==> src/rtl/bsg_chip_pkg.sv <==
// Shared types for the bsg_chip command arbiter: requester source ids and the
// default order-FIFO depth.
package bsg_chip_pkg;

    typedef enum logic {
        e_src_mem = 1'b0,
        e_src_io  = 1'b1
    } bsg_chip_cmd_src_e;

    localparam int bsg_chip_cmd_els_gp = 8;

endpackage

==> src/rtl/bsg_chip_cmd_order_fifo.sv <==
// Circular FIFO of source ids, one entry per outstanding link command.
// Depth must be a power of two so the pointers wrap on their own.
module bsg_chip_cmd_order_fifo
    import bsg_chip_pkg::*;
#(
    parameter int els_p = bsg_chip_cmd_els_gp
) (
    input  logic                         clk_i,
    input  logic                         reset_n_i,
    input  bsg_chip_cmd_src_e            data_i,
    input  logic                         push_i,
    input  logic                         pop_i,
    output bsg_chip_cmd_src_e            data_o,
    output logic                         full_o,
    output logic                         empty_o,
    output logic [$clog2(els_p+1)-1:0]   count_o
);

    localparam int ptr_width_lp = $clog2(els_p);
    localparam int cnt_width_lp = $clog2(els_p + 1);

    logic [els_p-1:0]        slot_reg;
    logic [els_p-1:0]        slot_we;
    logic [ptr_width_lp-1:0] wr_ptr_reg, rd_ptr_reg;
    logic [cnt_width_lp-1:0] count_reg, count_next;
    logic                    push_ok, pop_ok;

    assign full_o  = (count_reg == cnt_width_lp'(els_p));
    assign empty_o = (count_reg == '0);
    assign count_o = count_reg;
    assign push_ok = push_i & ~full_o;
    assign pop_ok  = pop_i & ~empty_o;

    for (genvar gi = 0; gi < els_p; gi++) begin : g_slot_we
        assign slot_we[gi] = push_ok & (wr_ptr_reg == ptr_width_lp'(gi));
    end

    // Storage needs no reset: a slot is only read after it has been written.
    always_ff @(posedge clk_i) begin
        for (int i = 0; i < els_p; i++) begin
            if (slot_we[i]) slot_reg[i] <= data_i;
        end
    end

    assign data_o = bsg_chip_cmd_src_e'(slot_reg[rd_ptr_reg]);

    always_comb begin
        count_next = count_reg;
        if (push_ok && !pop_ok)      count_next = count_reg + 1'b1;
        else if (!push_ok && pop_ok) count_next = count_reg - 1'b1;
    end

    always_ff @(posedge clk_i or negedge reset_n_i) begin
        if (!reset_n_i) begin
            wr_ptr_reg <= '0;
            rd_ptr_reg <= '0;
            count_reg  <= '0;
        end else begin
            if (push_ok) wr_ptr_reg <= wr_ptr_reg + 1'b1;
            if (pop_ok)  rd_ptr_reg <= rd_ptr_reg + 1'b1;
            count_reg <= count_next;
        end
    end

endmodule

==> src/rtl/bsg_chip_cmd_arbiter.sv <==
// Arbitrates mem/io command streams onto one link and steers in-order responses
// back by source. Define BSG_CHIP_CMD_ARB_IO_PRIORITY_EN for fixed io priority.
module bsg_chip_cmd_arbiter
    import bsg_chip_pkg::*;
#(
    parameter int msg_width_p = 128,
    parameter int els_p       = bsg_chip_cmd_els_gp
) (
    input  logic                        clk_i,
    input  logic                        reset_n_i,
    input  logic [msg_width_p-1:0]      mem_cmd_i,
    input  logic                        mem_cmd_v_i,
    output logic                        mem_cmd_ready_o,
    input  logic [msg_width_p-1:0]      io_cmd_i,
    input  logic                        io_cmd_v_i,
    output logic                        io_cmd_ready_o,
    output logic [msg_width_p-1:0]      link_cmd_o,
    output logic                        link_cmd_v_o,
    input  logic                        link_cmd_ready_i,
    input  logic [msg_width_p-1:0]      link_resp_i,
    input  logic                        link_resp_v_i,
    output logic                        link_resp_yumi_o,
    output logic [msg_width_p-1:0]      mem_resp_o,
    output logic                        mem_resp_v_o,
    input  logic                        mem_resp_yumi_i,
    output logic [msg_width_p-1:0]      io_resp_o,
    output logic                        io_resp_v_o,
    input  logic                        io_resp_yumi_i,
    output logic [$clog2(els_p+1)-1:0]  outstanding_o,
    output logic                        error_o
);

    logic                   fifo_full, fifo_empty;
    bsg_chip_cmd_src_e      fifo_head, push_src;
    logic                   can_accept, mem_win, io_win;
    logic                   mem_accept, io_accept, accept;
    logic                   link_cmd_v_reg, error_reg;
    logic [msg_width_p-1:0] link_cmd_reg;

    assign can_accept = ~fifo_full & (~link_cmd_v_reg | link_cmd_ready_i);

    // Each side's ready asks "would I win if I were valid", so it never
    // looks at its own valid.
`ifdef BSG_CHIP_CMD_ARB_IO_PRIORITY_EN
    assign io_win  = 1'b1;
    assign mem_win = ~io_cmd_v_i;
`else
    bsg_chip_cmd_src_e last_grant_reg;

    assign mem_win = ~io_cmd_v_i  | (last_grant_reg == e_src_io);
    assign io_win  = ~mem_cmd_v_i | (last_grant_reg == e_src_mem);

    always_ff @(posedge clk_i or negedge reset_n_i) begin
        if (!reset_n_i)  last_grant_reg <= e_src_io;
        else if (accept) last_grant_reg <= push_src;
    end
`endif

    assign mem_cmd_ready_o = reset_n_i & can_accept & mem_win;
    assign io_cmd_ready_o  = reset_n_i & can_accept & io_win;
    assign mem_accept      = mem_cmd_v_i & mem_cmd_ready_o;
    assign io_accept       = io_cmd_v_i & io_cmd_ready_o;
    assign accept          = mem_accept | io_accept;
    assign push_src        = io_accept ? e_src_io : e_src_mem;

    always_ff @(posedge clk_i or negedge reset_n_i) begin
        if (!reset_n_i)             link_cmd_v_reg <= 1'b0;
        else if (accept)            link_cmd_v_reg <= 1'b1;
        else if (link_cmd_ready_i)  link_cmd_v_reg <= 1'b0;
    end

    always_ff @(posedge clk_i) begin
        if (accept) link_cmd_reg <= io_accept ? io_cmd_i : mem_cmd_i;
    end

    assign link_cmd_o   = link_cmd_reg;
    assign link_cmd_v_o = link_cmd_v_reg;

    bsg_chip_cmd_order_fifo #(.els_p(els_p)) order_fifo (
        .clk_i     (clk_i),
        .reset_n_i (reset_n_i),
        .data_i    (push_src),
        .push_i    (accept),
        .pop_i     (link_resp_yumi_o),
        .data_o    (fifo_head),
        .full_o    (fifo_full),
        .empty_o   (fifo_empty),
        .count_o   (outstanding_o)
    );

    // With nothing outstanding the response is dropped so the link never wedges.
    always_comb begin
        mem_resp_v_o     = 1'b0;
        io_resp_v_o      = 1'b0;
        link_resp_yumi_o = link_resp_v_i;
        if (!fifo_empty) begin
            if (fifo_head == e_src_mem) begin
                mem_resp_v_o     = link_resp_v_i;
                link_resp_yumi_o = mem_resp_yumi_i;
            end else begin
                io_resp_v_o      = link_resp_v_i;
                link_resp_yumi_o = io_resp_yumi_i;
            end
        end
    end

    assign mem_resp_o = link_resp_i;
    assign io_resp_o  = link_resp_i;

    always_ff @(posedge clk_i or negedge reset_n_i) begin
        if (!reset_n_i) error_reg <= 1'b0;
        else            error_reg <= error_reg | (link_resp_v_i & fifo_empty);
    end

    assign error_o = error_reg;

endmodule

==> config.mk <==
export PLATFORM = sky130hd
export DESIGN_NAME = bsg_chip_cmd_arbiter
export DESIGN_NICKNAME = d
export VERILOG_FILES = /design/src/rtl/bsg_chip_pkg.sv /design/src/rtl/bsg_chip_cmd_order_fifo.sv /design/src/rtl/bsg_chip_cmd_arbiter.sv
export SDC_FILE = /design/constraint.sdc
export NUM_CORES = 1
export LEC_CHECK = 0
export ABC_AREA = 0
export BUFFER_PORTS_ARGS = -buffer_cell sky130_fd_sc_hd__buf_4
export CAP_MARGIN = 40
export CORE_AREA = 2 2 308 310
export CTS_CLUSTER_SIZE = 20
export DETAILED_ROUTE_END_ITERATION = 8
export DIE_AREA = 0 0 310 312
export PLACE_DENSITY = 0.39
export SYNTH_ARGS = -nofsm -noshare
export SYNTH_HDL_FRONTEND = slang
export SYNTH_SLANG_ARGS = --single-unit
==> constraint.sdc <==
create_clock -name clk_i -period 8.3 [get_ports clk_i]
set_input_delay 1.245 -clock clk_i [delete_from_list [all_inputs] [get_ports clk_i]]
set_output_delay 1.245 -clock clk_i [all_outputs]
set_load 0.01 [all_outputs]
==> results of run 1 <==
[cell type report]
class                   count  area, sq um  share of cell area (%)
clock buffers              19        432.9                   3.720
multi-input cells         191         1999                   17.18
clock inverters            13        121.4                   1.043
flip-flops and latches    149         4410                   37.89
repair buffers            407         3075                   26.42
inverters                   8        30.03                  0.2580
well taps                1254         1569                   13.48
[metal layers]
metal | vias up | GRT usage, % | wire length [um]
met5 | - | 0 | 9
met4 | 2 | 5.127 | 2168
met3 | 61 | 5.343 | 6018
met2 | 524 | 13.64 | 19490
met1 | 2223 | 5.252 | 9383
li1 | 2222 | - | -
[Yosys cell counts]
cell and count:
a21oi_2 1, edfxtp_1 136, mux2_1 19, fa_1 1
mux2i_4 1, ha_1 10, and3_1 6, or4_1 1
a21oi_1 4, nor2_1 7, mux2i_1 2, buf_6 11
mux2_2 110, nor2b_1 1, nand2b_1 1, o21bai_1 1
buf_2 3, nand2_2 1, buf_4 256, nand2_1 6
xor2_1 2, a21o_1 1, and2_1 2, xnor2_1 5
or4b_1 1, dfstp_2 1, o21ai_0 4, nand3_2 1
inv_1 8, mux2_4 1, dfrtp_1 12, clkbuf_1 2
mux4_1 2
[per-stage QoR]
| stage | std cells | power (mW) | util, % |
|---|---|---|---|
| finish | 2041 | 2.569 | 12.51 |
| global route | 2041 | 2.743 | 12.51 |
| CTS | 2041 | 2.663 | 12.51 |
| detailed placement | 2009 | 1.819 | 11.91 |
| global placement | 2008 | 1.811 | 11.88 |
| floorplan | 620 | 1.570 | - |
[worst min-delay path by stage]
stage                                        start                       end  slack, ns  depth (start not counted)
after global routing         order_fifo.count_o[3]     order_fifo.count_o[3]       0.55                          1
after CTS                    order_fifo.count_o[3]     order_fifo.count_o[3]       0.52                          1
final                        order_fifo.count_o[3]     order_fifo.count_o[3]       0.53                          1
after global placement       order_fifo.count_o[3]     order_fifo.count_o[3]       0.49                          1
after floorplan           order_fifo.rd_ptr_reg[2]  order_fifo.rd_ptr_reg[2]       0.47                          1
after detailed placement     order_fifo.count_o[3]     order_fifo.count_o[3]       0.51                          1
[logic make-up (layout without fill, tap and decap cells)]
logic type | after synthesis | in the layout | share of synthesized area (%)
adder cells (fa/ha/maj) | 11 | 11 | 1.710
multiplexers | 135 | 135 | 18.41
buffers and inverters | 280 | 447 | 24.72
flip-flops | 149 | 149 | 51.97
AO/OA/AOI/OAI | 11 | 11 | 0.7520
XOR/XNOR | 7 | 7 | 0.7224
AND/OR/NAND/NOR | 27 | 27 | 1.710
[report_power, final]
group | total (mW) | internal [mW] | switching, mW
sequential | 1.05 | 0.982 | 0.0649
combinational | 0.728 | 0.384 | 0.343
clock | 0.795 | 0.416 | 0.379
total | 2.57 | 1.78 | 0.787
[worst max-delay path, delay by kind of cell (launching register included)]
kind | cells | cell delay [ns]
compound gates | 1 | 0.08
buf+inv | 1 | 0.16
mux | 3 | 1.08
flops | 1 | 0.43
==> results.py, run 1 <==
metrics = {
    "clock_network": {
        "cts_htree_levels": 4,
        "cts_setup_buffers": 0,
        "clk_latency_ns": 0.49,
        "clockBufferDepth": 2,
        "cts_root_buffer": "clkbuf_16",
        "ctsHoldBuffers": 0,
        "cts.sinks": 149,
        "cts_tree": "built",
        "post_cts_resized": 0,
        "numCtsBuffers": 17,
        "clkTransAtPathRegs_ns": 0.07,
    },
    "logic_synthesis": {
        "yosys.area.top_type": "edfxtp_1",
        "ys_seq_elements": 149,
        "yosysSeqAreaShare_pct": 51.97,
        "synth.avg_cell_area_sq_um": 13.69,
        "syn_nets": 1023,
        "yosysTopAreaCellShare_pct": 48.12,
        "yosysWarnings": 0,
        "yosys-top-cells-area": "edfxtp_1, buf_4, mux2_2",
        "ys_types": 33,
        "syn_inst": 620,
        "syn_area_sq_um": 8487,
    },
    "sta": {
        "rsz0062_at_grt": "no",
        "finalCritPeriodShare_pct": 42.05,
        "fin_skew_ns": 0.007319,
        "setup_tns_ns": 0,
        "layout_min_cycle_time_ns": 3.490,
        "finalSetupViolCount": 0,
        "worst_slew_pin_slew_ns": 0.7341,
        "whs_ns": 0.5276,
        "hold_violations": 0,
        "relSlewSlack_pct": 51.06,
        "setup_ws_ns": 4.810,
        "fmax_mhz": 286.5,
        "slew_violations": 0,
    },
    "global_routing": {
        "overflow": 0,
        "grt_pass1_wl_um": 47150,
        "grt_usage_pct": 7.479,
        "grt_pass1_vias": 5425,
        "grt_max_degree": 87,
        "antenna_found_initial": 2,
    },
    "route": {
        "via_count": 5032,
        "firstDrtPassIters": 4,
        "vias_per_cell": 2.465,
        "drc": 0,
        "final_antenna_net_count": 0,
        "wl_per_cell_um": 18.16,
        "wirelength_um": 37070,
        "drtIter0Drc": 243,
    },
    "layout": {
        "diodes": 0,
        "fill_cells": 10560,
        "final_common_cell": "buf_4",
        "layout_common_cells": "buf_4, edfxtp_1, mux2_2",
        "largest_reg_flops": 128,
        "fin_area_sq_um": 11640,
        "final_nets": 1177,
        "drive_gt1_share_pct": 70.14,
        "area_growth_pct": 37.14,
    },
    "worst_setup_path": {
        "r2r_cells": 12,
        "critPathCapture": "link_resp_yumi_o",
        "crit_path_max_incr_delay_ns": 0.62,
        "arrival_ns": 2.24,
        "crit_fanout": 4,
        "criticalPathCategory": "flop to output pin",
        "critPathLaunch": "order_fifo.rd_ptr_reg[0]",
        "critPathCaptureType": "output pin",
        "reg2reg_from": "order_fifo.rd_ptr_reg[0]",
        "cp-start-kind": "flop",
        "crit_required_ns": 7.05,
        "r2r_end": "order_fifo.count_o[3]",
        "crit_slowest_cell": "mux4_1",
        "crit_chain": "mux4_1, mux2i_4, mux2i_1, a21oi_1, buf_4",
        "reg2reg_slack_ns": 4.98,
    },
    "place": {
        "routabilityCongestion": 0.8912,
        "hpwl_um": 30820,
        "io_buffers": 402,
        "post-place-ws_ns": 4.491,
        "place_area_sq_um": 11080,
    },
    "floorplanning": {
        "die_area_sq_um": 96720,
        "chipHeight_um": 312,
        "design.core.area_sq_um": 93050,
        "dieWidth_um": 310,
        "num_rows": 112,
        "initial_core_util_pct": 9.121,
        "ioPinCount": 787,
    },
    "power_and_ir_drop": {
        "ir_worst_vdd_mv": 0.1570,
        "power_density_nw_per_um2": 220.7,
        "leakagePower_nw": 4.501,
    },
    "outcome": {
        "status": "finished clean",
    },
    "run": {
        "max_cap_violations": 0,
    },
    "min_path": {
        "hold_class": "flop to flop",
    },
}
No activity file was read; power rests on OpenSTA's default activity.
==> inputs of run 2 (changes only) <==
--- a/config.mk
+++ b/config.mk
@@ -8,11 +8,11 @@
 export ABC_AREA = 0
 export BUFFER_PORTS_ARGS = -buffer_cell sky130_fd_sc_hd__buf_4
 export CAP_MARGIN = 40
-export CORE_AREA = 2 2 308 310
+export CORE_AREA = 2 2 306 308
 export CTS_CLUSTER_SIZE = 20
 export DETAILED_ROUTE_END_ITERATION = 8
-export DIE_AREA = 0 0 310 312
-export PLACE_DENSITY = 0.39
+export DIE_AREA = 0 0 308 310
+export PLACE_DENSITY = 0.4
 export SYNTH_ARGS = -nofsm -noshare
 export SYNTH_HDL_FRONTEND = slang
 export SYNTH_SLANG_ARGS = --single-unit
==> constraint.sdc (replaced) <==
create_clock -name clk_i -period 3.2 [get_ports clk_i]
set_input_delay 0.48 -clock clk_i [delete_from_list [all_inputs] [get_ports clk_i]]
set_output_delay 0.48 -clock clk_i [all_outputs]
set_load 0.01 [all_outputs]
==> results.py, run 2 (synthesized netlist as in run 1, its figures left out) <==
metrics = {
    "floorplanning": {
        "num_rows": 112,
        "die_area_sq_um": 95480,
        "chipHeight_um": 310,
        "dieWidth_um": 308,
        "ioPinCount": 787,
        "design.core.area_sq_um": 92490,
        "initial_core_util_pct": 9.176,
    },
    "global_routing": {
        "grt_usage_pct": 7.538,
        "grt_pass1_vias": 5382,
        "overflow": 0,
        "grt_pass1_wl_um": 47220,
        "grt_max_degree": 56,
        "antenna_found_initial": 5,
    },
    "route": {
        "wl_per_cell_um": 19.00,
        "vias_per_cell": 2.583,
        "via_count": 5148,
        "final_antenna_net_count": 0,
        "firstDrtPassIters": 5,
        "wirelength_um": 37860,
        "drtIter0Drc": 166,
        "drc": 0,
    },
    "clock_network": {
        "clockBufferDepth": 2,
        "cts.sinks": 149,
        "clkTransAtPathRegs_ns": 0.06,
        "clk_latency_ns": 0.50,
        "cts_htree_levels": 4,
        "numCtsBuffers": 17,
        "cts_tree": "built",
        "cts_root_buffer": "clkbuf_16",
    },
    "sta": {
        "finalCritPeriodShare_pct": 92.18,
        "fmax_mhz": 339.0,
        "hold_violations": 0,
        "fin_skew_ns": 0.02510,
        "slew_violations": 0,
        "finalSetupViolCount": 0,
        "rsz0062_at_grt": "no",
        "setup_ws_ns": 0.2504,
        "relSlewSlack_pct": 71.08,
        "worst_slew_pin_slew_ns": 0.4337,
        "setup_tns_ns": 0,
        "layout_min_cycle_time_ns": 2.950,
    },
    "layout": {
        "final_nets": 1185,
        "fin_area_sq_um": 11680,
        "layout_common_cells": "buf_4, edfxtp_1, mux2_2",
        "largest_reg_flops": 128,
        "final_common_cell": "buf_4",
        "area_growth_pct": 37.58,
        "drive_gt1_share_pct": 70.82,
    },
    "power_and_ir_drop": {
        "clock_power_share_pct": 31.2,
        "power_density_nw_per_um2": 575.3,
        "ir_worst_vdd_mv": 0.4131,
        "switching_share_pct": 30.61,
        "p_int_mw": 4.662,
        "p_sw_mw": 2.056,
        "power_frac_seq_pct": 40.5,
        "power_frac_comb_pct": 28.3,
        "leakagePower_nw": 4.562,
    },
    "place": {
        "hpwl_um": 31920,
        "io_buffers": 402,
        "place_area_sq_um": 11100,
        "post-place-ws_ns": 0.1771,
        "routabilityCongestion": 0.8856,
    },
    "worst_setup_path": {
        "cp-start-kind": "flop",
        "critPathCapture": "order_fifo.count_o[3]",
        "r2r_cells": 12,
        "crit_fanout": 4,
        "reg2reg_from": "order_fifo.rd_ptr_reg[0]",
        "critPathLaunch": "order_fifo.rd_ptr_reg[0]",
        "crit_required_ns": 3.56,
        "r2r_end": "order_fifo.count_o[3]",
        "criticalPathCategory": "flop to flop",
        "reg2reg_slack_ns": 0.25,
        "critPathCaptureType": "flop",
        "arrival_ns": 3.31,
    },
    "min_path": {
        "whs_path_depth": 3,
        "hold_class": "input port to flop",
    },
    "outcome": {
        "status": "finished clean",
    },
    "run": {
        "max_cap_violations": 0,
    },
}
[run 2: per-layer routing]
layer,track usage [%],part of all wire (%)
met3,5.013,14
met4,3.596,3.2
met1,5.445,26
met2,14.70,57
met5,0,0.071
[run 2: repair_timing]
action,in CTS,in global routing
hold buffers,1,0
buffers inserted,0,0
endpoints found under the hold margin,12,0
setup endpoints to repair,0,1
gates resized for setup,0,1
[run 2: critical path: stages (launching register included)]
cell and delay, ns:
dfrtp_2 0.42, mux4_1 0.62, mux2i_4 0.23, mux2i_1 0.26, inv_1 0.06, ha_1 0.22, inv_1 0.11, ha_1 0.24
a21o_1 0.18, a21oi_1 0.17, xnor2_1 0.13, nor2_1 0.06, xor2_1 0.14
[run 2: how the worst min path moves through the flow]
stage,to,slack [ns],start
after floorplan,error_o,0.18,reset_n_i
after global placement,link_cmd_v_o,0.35,reset_n_i
after detailed placement,link_cmd_v_o,0.36,reset_n_i
after CTS,error_o,0.20,link_resp_v_i
after global routing,link_cmd_o[101],0.23,mem_cmd_i[101]
final,error_o,0.27,link_resp_v_i
[run 2: stage by stage]
stage / hold slack, ns / instances / utilization (%) / power [mW]
CTS: 0.2022 / 1992 / 12.62 / 6.925
global placement: 0.3539 / 1959 / 12.00 / 4.707
finish: 0.2700 / 1993 / 12.62 / 6.718
floorplan: 0.1844 / 620 / - / 4.039
detailed placement: 0.3556 / 1959 / 12.00 / 4.728
global route: 0.2317 / 1992 / 12.62 / 7.147
[run 2: cell type report]
cell class | instances | area [sq um]
inverter | 8 | 30.03
sequential | 149 | 4412
fill | 10430 | 80810
tap | 1197 | 1498
multi-input combinational | 191 | 1999
timing repair buffer | 415 | 3168
antenna | 1 | 2.502
clock inverter | 15 | 141.4
clock buffer | 17 | 425.4
[run 2: power by group through the flow]
stage	Sequential, mW	Clock, mW	Combinational, mW
3_5_place_dp	2.77	0	1.96
4_1_cts	2.73	2.23	1.97
2_1_floorplan	2.86	0	1.18
6_report	2.72	2.10	1.90
3_3_place_gp	2.75	0	1.96
5_1_grt	2.76	2.28	2.10
